<file path="config.mk">
export PLATFORM = sky130hd
export DESIGN_NAME = transformation_engine
export DESIGN_NICKNAME = d
export VERILOG_FILES = /design/src/rtl/transformation_engine.sv
export SDC_FILE = /design/constraint.sdc
export NUM_CORES = 1
export LEC_CHECK = 0
export CORE_AREA = 10 10 96 98
export DETAILED_ROUTE_END_ITERATION = 10
export DIE_AREA = 0 0 106 108
export GPL_TIMING_DRIVEN = 0
export PLACE_DENSITY = 0.91
export SYNTH_ARGS = -nofsm -noshare
export SYNTH_HDL_FRONTEND = slang
export SYNTH_SLANG_ARGS = --single-unit
</file>
<file path="constraint.sdc">
create_clock -name clk -period 6.3 [get_ports clk]
set_clock_uncertainty 0.1 [all_clocks]
set_input_delay 1.26 -clock clk [delete_from_list [all_inputs] [get_ports clk]]
set_output_delay 1.26 -clock clk [all_outputs]
set_load 0.005 [all_outputs]
</file>
<file path="src/rtl/transformation_engine.sv">
// Serial multiply-accumulate engine producing FM_WM = FM x W, one element at a time, row-major.
// Optional build macro TRANS_SATURATE_EN clamps the accumulator instead of letting it wrap.
module transformation_engine #(
    parameter int FEATURE_ROWS = 6,
    parameter int FEATURE_COLS = 96,
    parameter int WEIGHT_COLS  = 3,
    parameter int DATA_W       = 5,
    parameter int DOT_PROD_W   = 16,
    parameter int ROW_W        = $clog2(FEATURE_ROWS),
    parameter int COL_W        = $clog2(WEIGHT_COLS),
    parameter int K_W          = $clog2(FEATURE_COLS)
) (
    input  logic                  clk,
    input  logic                  reset,
    input  logic                  start,
    output logic                  fm_rd_en,
    output logic [ROW_W-1:0]      fm_row,
    output logic [K_W-1:0]        fm_col,
    input  logic [DATA_W-1:0]     fm_data,
    output logic                  w_rd_en,
    output logic [K_W-1:0]        w_row,
    output logic [COL_W-1:0]      w_col,
    input  logic [DATA_W-1:0]     w_data,
    output logic                  fmwm_wr_en,
    output logic [ROW_W-1:0]      fmwm_row,
    output logic [COL_W-1:0]      fmwm_col,
    output logic [DOT_PROD_W-1:0] fmwm_data,
    output logic                  busy,
    output logic                  done_trans
);

    typedef enum logic [2:0] {IDLE, MAC, DRAIN, WRITE, DONE} state_t;

    localparam logic [K_W-1:0]   K_LAST = K_W'(FEATURE_COLS - 1);
    localparam logic [ROW_W-1:0] R_LAST = ROW_W'(FEATURE_ROWS - 1);
    localparam logic [COL_W-1:0] C_LAST = COL_W'(WEIGHT_COLS - 1);

    state_t                state_q, state_d;
    logic [ROW_W-1:0]      r_q, r_d;
    logic [COL_W-1:0]      c_q, c_d;
    logic [K_W-1:0]        k_q, k_d;
    logic [DOT_PROD_W-1:0] acc_q, acc_d;
    logic                  rd_dly_q, rd_dly_d;

    logic                  fm_rd_en_q, fm_rd_en_d;
    logic [ROW_W-1:0]      fm_row_q, fm_row_d;
    logic [K_W-1:0]        fm_col_q, fm_col_d;
    logic [K_W-1:0]        w_row_q, w_row_d;
    logic [COL_W-1:0]      w_col_q, w_col_d;
    logic                  fmwm_wr_en_q, fmwm_wr_en_d;
    logic [ROW_W-1:0]      fmwm_row_q, fmwm_row_d;
    logic [COL_W-1:0]      fmwm_col_q, fmwm_col_d;
    logic [DOT_PROD_W-1:0] fmwm_data_q, fmwm_data_d;
    logic                  busy_q, busy_d;
    logic                  done_q, done_d;

    logic [2*DATA_W-1:0]   prod;
    logic [DOT_PROD_W-1:0] acc_sum;

    // Product of the element pair returned by the memories for last cycle's read strobe.
    always_comb begin
        prod = {{DATA_W{1'b0}}, fm_data} * {{DATA_W{1'b0}}, w_data};
`ifdef TRANS_SATURATE_EN
        begin
            logic [DOT_PROD_W:0] sum_wide;
            sum_wide = {1'b0, acc_q} + {1'b0, DOT_PROD_W'(prod)};
            acc_sum  = sum_wide[DOT_PROD_W] ? '1 : sum_wide[DOT_PROD_W-1:0];
        end
`else
        acc_sum = acc_q + DOT_PROD_W'(prod);
`endif
    end

    always_comb begin
        state_d  = state_q;
        r_d      = r_q;
        c_d      = c_q;
        k_d      = k_q;
        acc_d    = rd_dly_q ? acc_sum : acc_q;
        rd_dly_d = fm_rd_en_q;

        case (state_q)
            IDLE: begin
                if (start) begin
                    state_d = MAC;
                    r_d     = '0;
                    c_d     = '0;
                    k_d     = '0;
                    acc_d   = '0;
                end
            end
            MAC: begin
                if (k_q == K_LAST) begin
                    state_d = DRAIN;
                end else begin
                    k_d = k_q + K_W'(1);
                end
            end
            DRAIN: state_d = WRITE;
            WRITE: begin
                acc_d = '0;
                k_d   = '0;
                if (c_q != C_LAST) begin
                    c_d     = c_q + COL_W'(1);
                    state_d = MAC;
                end else if (r_q != R_LAST) begin
                    c_d     = '0;
                    r_d     = r_q + ROW_W'(1);
                    state_d = MAC;
                end else begin
                    state_d = DONE;
                end
            end
            DONE:    state_d = DONE;
            default: state_d = IDLE;
        endcase

        // Outputs are registered from the next state so they line up with the state they belong to.
        fm_rd_en_d   = (state_d == MAC);
        fm_row_d     = fm_row_q;
        fm_col_d     = fm_col_q;
        w_row_d      = w_row_q;
        w_col_d      = w_col_q;
        fmwm_wr_en_d = (state_d == WRITE);
        fmwm_row_d   = fmwm_row_q;
        fmwm_col_d   = fmwm_col_q;
        fmwm_data_d  = fmwm_data_q;
        if (state_d == MAC) begin
            fm_row_d = r_d;
            fm_col_d = k_d;
            w_row_d  = k_d;
            w_col_d  = c_d;
        end
        if (state_d == WRITE) begin
            fmwm_row_d  = r_d;
            fmwm_col_d  = c_d;
            fmwm_data_d = acc_d;
        end
        busy_d = (state_d != IDLE) && (state_q != DONE);
        done_d = (state_q == DONE);
    end

    always_ff @(posedge clk) begin
        if (!reset) begin
            state_q      <= IDLE;
            r_q          <= '0;
            c_q          <= '0;
            k_q          <= '0;
            acc_q        <= '0;
            rd_dly_q     <= 1'b0;
            fm_rd_en_q   <= 1'b0;
            fm_row_q     <= '0;
            fm_col_q     <= '0;
            w_row_q      <= '0;
            w_col_q      <= '0;
            fmwm_wr_en_q <= 1'b0;
            fmwm_row_q   <= '0;
            fmwm_col_q   <= '0;
            fmwm_data_q  <= '0;
            busy_q       <= 1'b0;
            done_q       <= 1'b0;
        end else begin
            state_q      <= state_d;
            r_q          <= r_d;
            c_q          <= c_d;
            k_q          <= k_d;
            acc_q        <= acc_d;
            rd_dly_q     <= rd_dly_d;
            fm_rd_en_q   <= fm_rd_en_d;
            fm_row_q     <= fm_row_d;
            fm_col_q     <= fm_col_d;
            w_row_q      <= w_row_d;
            w_col_q      <= w_col_d;
            fmwm_wr_en_q <= fmwm_wr_en_d;
            fmwm_row_q   <= fmwm_row_d;
            fmwm_col_q   <= fmwm_col_d;
            fmwm_data_q  <= fmwm_data_d;
            busy_q       <= busy_d;
            done_q       <= done_d;
        end
    end

    assign fm_rd_en   = fm_rd_en_q;
    assign fm_row     = fm_row_q;
    assign fm_col     = fm_col_q;
    assign w_rd_en    = fm_rd_en_q;
    assign w_row      = w_row_q;
    assign w_col      = w_col_q;
    assign fmwm_wr_en = fmwm_wr_en_q;
    assign fmwm_row   = fmwm_row_q;
    assign fmwm_col   = fmwm_col_q;
    assign fmwm_data  = fmwm_data_q;
    assign busy       = busy_q;
    assign done_trans = done_q;

endmodule

</file>
After elaboration in Yosys (flattened, before gate mapping). Cells that the tools add are included.

Multipliers: 1. Reductions and logical operators: 3. Add/subtract/negate cells: 4. Muxes and demuxes: 19. Equality and inequality tests: 10.

Operators by type and width (number): $mux 16 (2); $pmux 16 s2 (1); $mux 3 (7); $pmux 7 s3 (1); $add 16x10->16 (1); $pmux 3 s5 (1); $mux 7 (2); $mul 5x5->10 (1); $eq 3x2->1 const B (3); $add 7x1->7 const B (1); $eq 7x7->1 const B (1); $eq 3x1->1 const B (2); $mux 2 (3); $ne 3x3->1 const B (2); $pmux 3 s2 (1); $pmux 2 s2 (1); $add 3x1->3 const B (1); $eq 3x3->1 const B (1); $logic_not 3->1 (1); $reduce_bool 3->1 (1); $add 2x1->2 const B (1); $ne 2x2->1 const B (1); $logic_and 1x1->1 (1).

Word-level logic and storage cells: 53. Output and inout bits: 45. Flip-flop bits (word level): 69.

Logic depth before layout (Yosys ltp). Gate-level depths: netlist of run 1.

Depth after elaboration: 6. Depth in mapped cells: 13. Mapped depth without buffers: 13.

Least setup slack after synthesis of run 1. Ideal clock, no wire load.

Kind: input-to-reg. From: in fm_data[1]. To: reg fmwm_data_q[8], in the netlist fmwm_data[8]. Library setup time: 0.121 ns. Path slack: 1.716 ns. Cell stages on the path: 12. Arrival time: 4.363 ns. Buffers on the path: 0. Cell sequence: and2_1 > fa_1 > fa_1 > inv_1 > fa_1 > inv_1 > ha_1 > o211a_1 > o31a_1 > or3_1 > a31oi_1 > o21ai_1.

Word-level cells in the longest chain between the ends: 5.

Ends and longest elaborated chain: from (decl) (line 19) `input logic [DATA_W-1:0] fm_data,`; $mul 5x5->10 (*) (line 62) `prod = {{DATA_W{1'b0}}, fm_data} * {{DATA_W{1'b0}}, w_data};`; $add 16x10->16 (*) (line 70) `acc_sum = acc_q + DOT_PROD_W'(prod);`; $mux 16 (*) (line 79) `acc_d = rd_dly_q ? acc_sum : acc_q;`; $mux 16 (line 84) `if (start) begin`; $pmux 16 s2 (*) (line 82) `case (state_q)`; to (signal assigned) (line 177) `fmwm_data_q <= fmwm_data_d;`; to (decl) (line 53) `logic [DOT_PROD_W-1:0] fmwm_data_q, fmwm_data_d;`.

Every way passes the cells marked *; elsewhere a longest branch is shown, timed or not. A chain may end at the register's enable or synchronous reset.

Worst setup path in the final report of run 1.
From: in fm_data[2]. To: reg fmwm_data_q[11], in the netlist fmwm_data[11].

Same word-level chain as after synthesis.

==> out/metrics.csv, run 1 <==
stage;metric;value;unit
yosys;synth.top_cells.by_area;dfxtp_1 (35%), fa_1 (8.6%), ha_1 (7.3%);
global_routing;grt_pass1_vias;3666;
yosys;syn_avg_cell_area;8.56;um2
timing;maxSlewViolCount;0;
placed_design;io_buffers;56;
yosys;synth_edf_count;0;
outcome;outcome;finished, final reports clean;
clock_tree;clock_latency;0.34;ns
flow_run;drv_cap;0;
yosys;yosys_warnings;0;
critical_path;r2r-end;fmwm_data[8];
critical_path;crit_required;6.42;ns
global_routing;grt_antenna_before_repair;0;
critical_path;end_kind;register;
drt;drt_iter0_drc;290;
drt;wl_per_cell;15.5;um
worst_hold_path;hold_path_depth;2;
yosys;synth_top_area_cell;dfxtp_1;
yosys;synthesis.area;3970;um2
timing;tns;0;ns
timing;fin_crit;4.99;ns
floorplan;core-area;7450;um2
timing;hold_viol_final;0;
placed_design;gp_congestion;0.851;
floorplan;rows;32;
global_routing;grt_pass1_wl;17.0;mm
floorplan;initial_core_util;0.532;
clock_tree;cts_hold_buf;0;
yosys;synthCells;463;
yosys;netlist.area_leader.share;0.348;
yosys;synth_ff_type;dfxtp_1;
drt;viasPerCell;5.53;
critical_path;r2r_start;acc_q[4];
yosys;yosysUniqueCellTypes;54;
clock_tree;clock_sinks;69;
timing;finalCritPeriodShare;0.792;
clock_tree;cts_buffer_depth;2;
power;finalPower;1.03;mW
drt;ant_nets;0;
drt;vias;3524;
critical_path;r2r_cells;11;
clock_tree;clkSlewWorstSetupHoldPaths;0.08;ns
timing;fmax;200;MHz
floorplan;die-width;106;um
timing;setup_violations;0;
timing;relSlewSlack;0.588;
floorplan;die_h;108;um
worst_hold_path;hold_start;w_row[4];
critical_path;path_class;primary input to register;
global_routing;grtUsageTotal;0.179;
yosys;ys_ff_latch;69;
global_routing;grt_max_degree;13;
yosys;seq_area_frac_synth;0.348;
critical_path;cp.arrival;5.11;ns
clock_tree;cts_max_level;3;
finish;area_delta_synth_final;22.2;%
drt;wirelength;9.88;mm
drt;drcViolationCount;0;
finish;n_antenna_cell;0;
finish;nNetsFinal;583;
yosys;async_reset_ff_frac;0;
floorplan;io_pins;58;
critical_path;r2r_setup_slack;2.56;ns
clock_tree;cts_buffers;9;
clock_tree;cts_setup_buffers;0;
placed_design;hpwl;7.66;mm
timing;worstMarginPinSlew;0.617;ns
power;leakage;2.00;nW
clock_tree;cts_resized;0;
worst_hold_path;hold_path_class;register to register;
timing;rsz0062_at_grt;false;
power;power.density;212;nW/um2
floorplan;dieArea;11400;um2
yosys;syn_nets;516;
worst_hold_path;whs_endpoint;w_row[4];
clock_tree;cts_tree;done;
finish;drive_above_1_share;0.0654;
critical_path;crit_fanout;7;
power;ir_drop;0.116;mV
critical_path;startpoint_type;primary input;
global_routing;grt-ovfl-total;0;
drt;first_pass_iters;5;
clock_tree;root_buffer;clkbuf_8;
[worst max-delay path by stage]
stage          slack (ns)  depth (start not counted)            end        from
6_report             1.31                         13  fmwm_data[11]  fm_data[2]
5_1_grt              1.04                         13  fmwm_data[13]   w_data[3]
4_1_cts              1.34                         13  fmwm_data[13]  fm_data[1]
3_5_place_dp         0.99                         13  fmwm_data[13]  fm_data[1]
3_3_place_gp         1.02                         13  fmwm_data[13]  fm_data[1]
2_1_floorplan        1.72                         12   fmwm_data[8]  fm_data[1]
[routing by layer]
layer  GRT usage  vias to the layer above  part of all wire
met5           0                        -                 0
met3      0.0440                       16             0.080
met4      0.0803                        0             0.018
li1            -                     1704                 -
met1       0.206                     1668              0.42
met2       0.311                      136              0.48
[flip-flops by register name, summed over array words and instances (netlist names), 2 cells and up]
| signal | count |
|---|---|
| fmwm_data | 16 |
| acc_q | 16 |
| w_row | 7 |
| k_q | 7 |
| r_q | 3 |
| fmwm_row | 3 |
| fmwm_col | 2 |
| state_q | 3 |
| fm_row | 3 |
| c_q | 2 |
| w_col | 2 |
[synthesized netlist by cell type, types with 2 or more instances]
master     n
and3_1     2
or2_1      3
xor2_1     3
nor3b_1    2
o211ai_1   4
or3b_1     3
o21a_1     3
nor3b_2    2
mux2i_1    9
inv_1     40
a211oi_1   9
dfxtp_1   69
o31a_1     2
a31oi_1    6
nand2b_1   6
or3_1      2
o21ai_0   25
xnor2_1    4
o22ai_1    2
and3b_1    2
or4b_1     2
and2_1    22
fa_1      17
clkbuf_1  11
o21ai_1    7
buf_2      4
nor2_1    53
nand3b_1   2
nand3_1   12
ha_1      23
a21oi_1   34
nor2b_1    7
and4_1     2
a21o_1     5
nor3_1    11
buf_4      9
nand2_1   26
a211oi_2   2
[area by class of cell]
cell class | instances | area [um2]
clock buffers | 10 | 128
plain buffers | 26 | 144
inverters | 41 | 154
repair buffers | 56 | 561
clock inverters | 6 | 63.8
flip-flops and latches | 69 | 1380
well taps | 102 | 128
fillers | 593 | 2600
multi-input cells | 327 | 2290
[worst max-delay path, stage by stage]
cell,delay [ns]
clkdlybuf4s50_1,0.49
and2_1,0.22
fa_1,0.52
fa_1,0.53
inv_1,0.06
fa_1,0.53
inv_1,0.05
ha_1,0.36
a211oi_1,0.32
o211ai_1,0.21
o211ai_1,0.26
xor2_1,0.22
a21oi_1,0.09
[power by group]
part	internal [mW]	switching (mW)	total [mW]	leakage [nW]
Sequential	0.445	0.00705	0.452	0.559
Clock	0.182	0.166	0.348	0.0923
Combinational	0.100	0.124	0.225	1.35
Total	0.728	0.298	1.03	2.00
[kinds of logic after synthesis]
family	after synthesis	synth area share
simple gates	162	0.210
xor+xnor	7	0.0155
flops	69	0.348
mux	10	0.0256
fa+ha+maj	40	0.158
compound gates	108	0.167
buf+inv	67	0.0751
[layout by cell type, fill, tap and decap left out, types with 3 or more instances in the layout]
cell / count
dfxtp_1: 69
clkdlybuf4s50_1: 56
nor2_1: 53
inv_1: 40
a21oi_1: 34
nand2_1: 26
o21ai_0: 25
ha_1: 23
and2_1: 22
fa_1: 17
clkbuf_1: 12
nand3_1: 12
nor3_1: 11
buf_4: 9
a211oi_1: 9
mux2i_1: 9
clkbuf_8: 9
nor2b_1: 7
o21ai_1: 7
nand2b_1: 6
a31oi_1: 6
a21o_1: 5
buf_2: 4
o211ai_1: 4
xnor2_1: 4
or3b_1: 3
or2_1: 3
xor2_1: 3
o21a_1: 3
[through the flow]
step / instances / hold slack [ns] / area, um2 / util / worst slack (ns)
3_5_place_dp: 621 / 0.368 / 4650 / 0.625 / 0.985
6_report: 637 / 0.383 / 4840 / 0.651 / 1.31
5_1_grt: 637 / 0.404 / 4840 / 0.651 / 1.04
2_1_floorplan: 463 / 0.353 / 3970 / - / 1.72
3_3_place_gp: 621 / 0.354 / 4650 / 0.625 / 1.02
4_1_cts: 637 / 0.380 / 4840 / 0.651 / 1.34
Power figures use the tool's default switching activity.
==> run 2, diff against run 1 <==
Clock period 6.3 ns to 4.8 ns, I/O delays scaled along.
==> run 2 against run 1 <==
  * Combinational power grew 35%
  * Hold slack barely moved
  * Non-clock buffer count is the same
  * Total power grew 32%
  * Global-route usage did not move
  * Critical path depth did not move
  * Wire length up 1.0%
  * Largest cell class unchanged
==> out/metrics.csv, run 2 (synthesis results as in run 1) <==
stage;metric;value;unit
clock_tree;root_buffer;clkbuf_8;
timing;whs;0.383;ns
finish;fill_cells;589;
timing;rsz0062_at_grt;false;
timing;setup_violations;0;
drt;vias;3532;
global_routing;grt-ovfl-total;0;
critical_path;path_cells;clkdlybuf4s50_1 -> and2_1 -> fa_1 -> fa_1 -> inv_1 -> fa_1 -> inv_1 -> ha_1 -> o211a_1 -> o31a_1 -> or3_1 -> a31oi_2 -> o21ai_1;
drt;ant_nets;0;
timing;maxSlewViolCount;0;
clock_tree;clock_latency;0.35;ns
power;ir_drop;0.152;mV
drt;first_pass_iters;5;
drt;drt_iter0_drc;281;
power;leakage;2.00;nW
critical_path;startpoint_type;primary input;
floorplan;core-area;7450;um2
critical_path;path_class;primary input to register;
critical_path;path_common_cell;fa_1;
placed_design;io_buffers;56;
critical_path;crit_required;4.93;ns
critical_path;cpPeakStageDelay;0.55;ns
clock_tree;cts_max_level;3;
finish;nNetsFinal;583;
timing;worstMarginPinSlew;0.601;ns
critical_path;crit_slowest_cell;fa_1;
clock_tree;cts_setup_buffers;0;
floorplan;rows;32;
power;power.density;278;nW/um2
worst_hold_path;hold_path_class;register to register;
critical_path;cp.arrival;4.76;ns
global_routing;grt_antenna_before_repair;0;
floorplan;initial_core_util;0.532;
floorplan;die-width;106;um
drt;wl_per_cell;15.7;um
timing;fmax;216;MHz
clock_tree;clkSlewWorstSetupHoldPaths;0.08;ns
clock_tree;cts_buffer_depth;2;
critical_path;crit_fanout;6;
timing;relSlewSlack;0.599;
global_routing;grt_pass1_wl;17.0;mm
floorplan;die_h;108;um
finish;area_delta_synth_final;22.8;%
flow_run;drv_cap;0;
finish;final_common_cell;dfxtp_1;
floorplan;dieArea;11400;um2
drt;viasPerCell;5.54;
clock_tree;cts_buffers;9;
finish;final_core_util;0.654;
finish;drive_above_1_share;0.0748;
floorplan;io_pins;58;
global_routing;grt_pass1_vias;3666;
placed_design;hpwl;7.66;mm
clock_tree;cts_tree;done;
timing;fin_crit;4.63;ns
outcome;outcome;finished, final reports clean;
power;finalPower;1.35;mW
clock_tree;clock_sinks;69;
finish;final_cell_mix;dfxtp_1 (69), clkdlybuf4s50_1 (56), nor2_1 (53);
global_routing;grtUsageTotal;0.179;
drt;wirelength;9.98;mm
timing;hold_viol_final;0;
critical_path;end_kind;register;
finish;n_antenna_cell;0;
placed_design;gp_congestion;0.851;
global_routing;grt_max_degree;13;
drt;drcViolationCount;0;
timing;finalCritPeriodShare;0.965;
run 2: cell count changes in the layout (fill, tap and decap cells not counted):
| cell | previous run | this run |
|---|---|---|
| a31oi_2 | 0 | 1 |
| nor3_1 | 11 | 9 |
| a211oi_1 | 9 | 7 |
| a31oi_1 | 6 | 5 |
| nor3_2 | 0 | 2 |
| a211oi_2 | 2 | 4 |
run 2: stage by stage:
| stage | TNS (ns) | setup slack [ns] | area [um2] | std cells |
|---|---|---|---|---|
| after floorplan | 0 | 0.516 | 3970 | 463 |
| after global placement | -1.45 | -0.181 | 4650 | 621 |
| after detailed placement | -2.34 | -0.215 | 4650 | 621 |
| after CTS | 0 | 0.137 | 4840 | 637 |
| after global routing | 0 | 0.0162 | 4870 | 637 |
| final | 0 | 0.168 | 4870 | 637 |
run 2: path summary, 6_finish.rpt:
check / start / to / slack (ns) / depth (start not counted)
setup / recovery: fm_data[1] / fmwm_data[8] / 0.17 / 13
hold / removal: w_row[4] / w_row[4] / 0.38 / 2
setup reg to reg: acc_q[4] / fmwm_data[8] / 1.09 / 11
hold reg to reg: w_row[4] / w_row[4] / 0.38 / 2
run 2: layout make-up:
class                      count  area (um2)  area share
buffer                        26         144      0.0295
clock buffer                  10         128      0.0262
clock inverter                 6        63.8      0.0131
inverter                      41         154      0.0316
multi-input combinational    327        2310       0.475
sequential                    69        1380       0.284
tap                          102         128      0.0262
timing repair buffer          56         561       0.115
run 2: worst max-delay path: cells and delay by family:
family	cells	cell delay, ns
AOI/OAI and AO/OA	4	0.70
adders and majority gates	4	1.92
buffers and inverters	3	0.58
and+or+nand+nor	2	0.59
run 2: layer usage:
layer,vias to the layer above,global-route usage,wire (um)
li1,1709,-,-
met1,1686,0.206,4230
met2,119,0.311,4800
met3,18,0.0440,760
met4,0,0.0803,192
met5,-,0,0
run 2: timing repair:
item                       in CTS  in global routing
hold buffers                    0                  0
resized for setup               0                  5
setup endpoints to repair       0                  9
run 2: power by group:
part           leakage [nW]  internal (mW)  switching, mW
sequential            0.559          0.585        0.00943
clock                0.0923          0.239          0.218
combinational          1.35          0.135          0.169
==> run 3, diff against run 2 <==
Settings changed: CAP_MARGIN set to 15, CTS_CLUSTER_DIAMETER set to 100, SLEW_MARGIN set to 20.
==> results of run 3 <==
No change in the layout: final DEF, timing and power equal those of run 2.
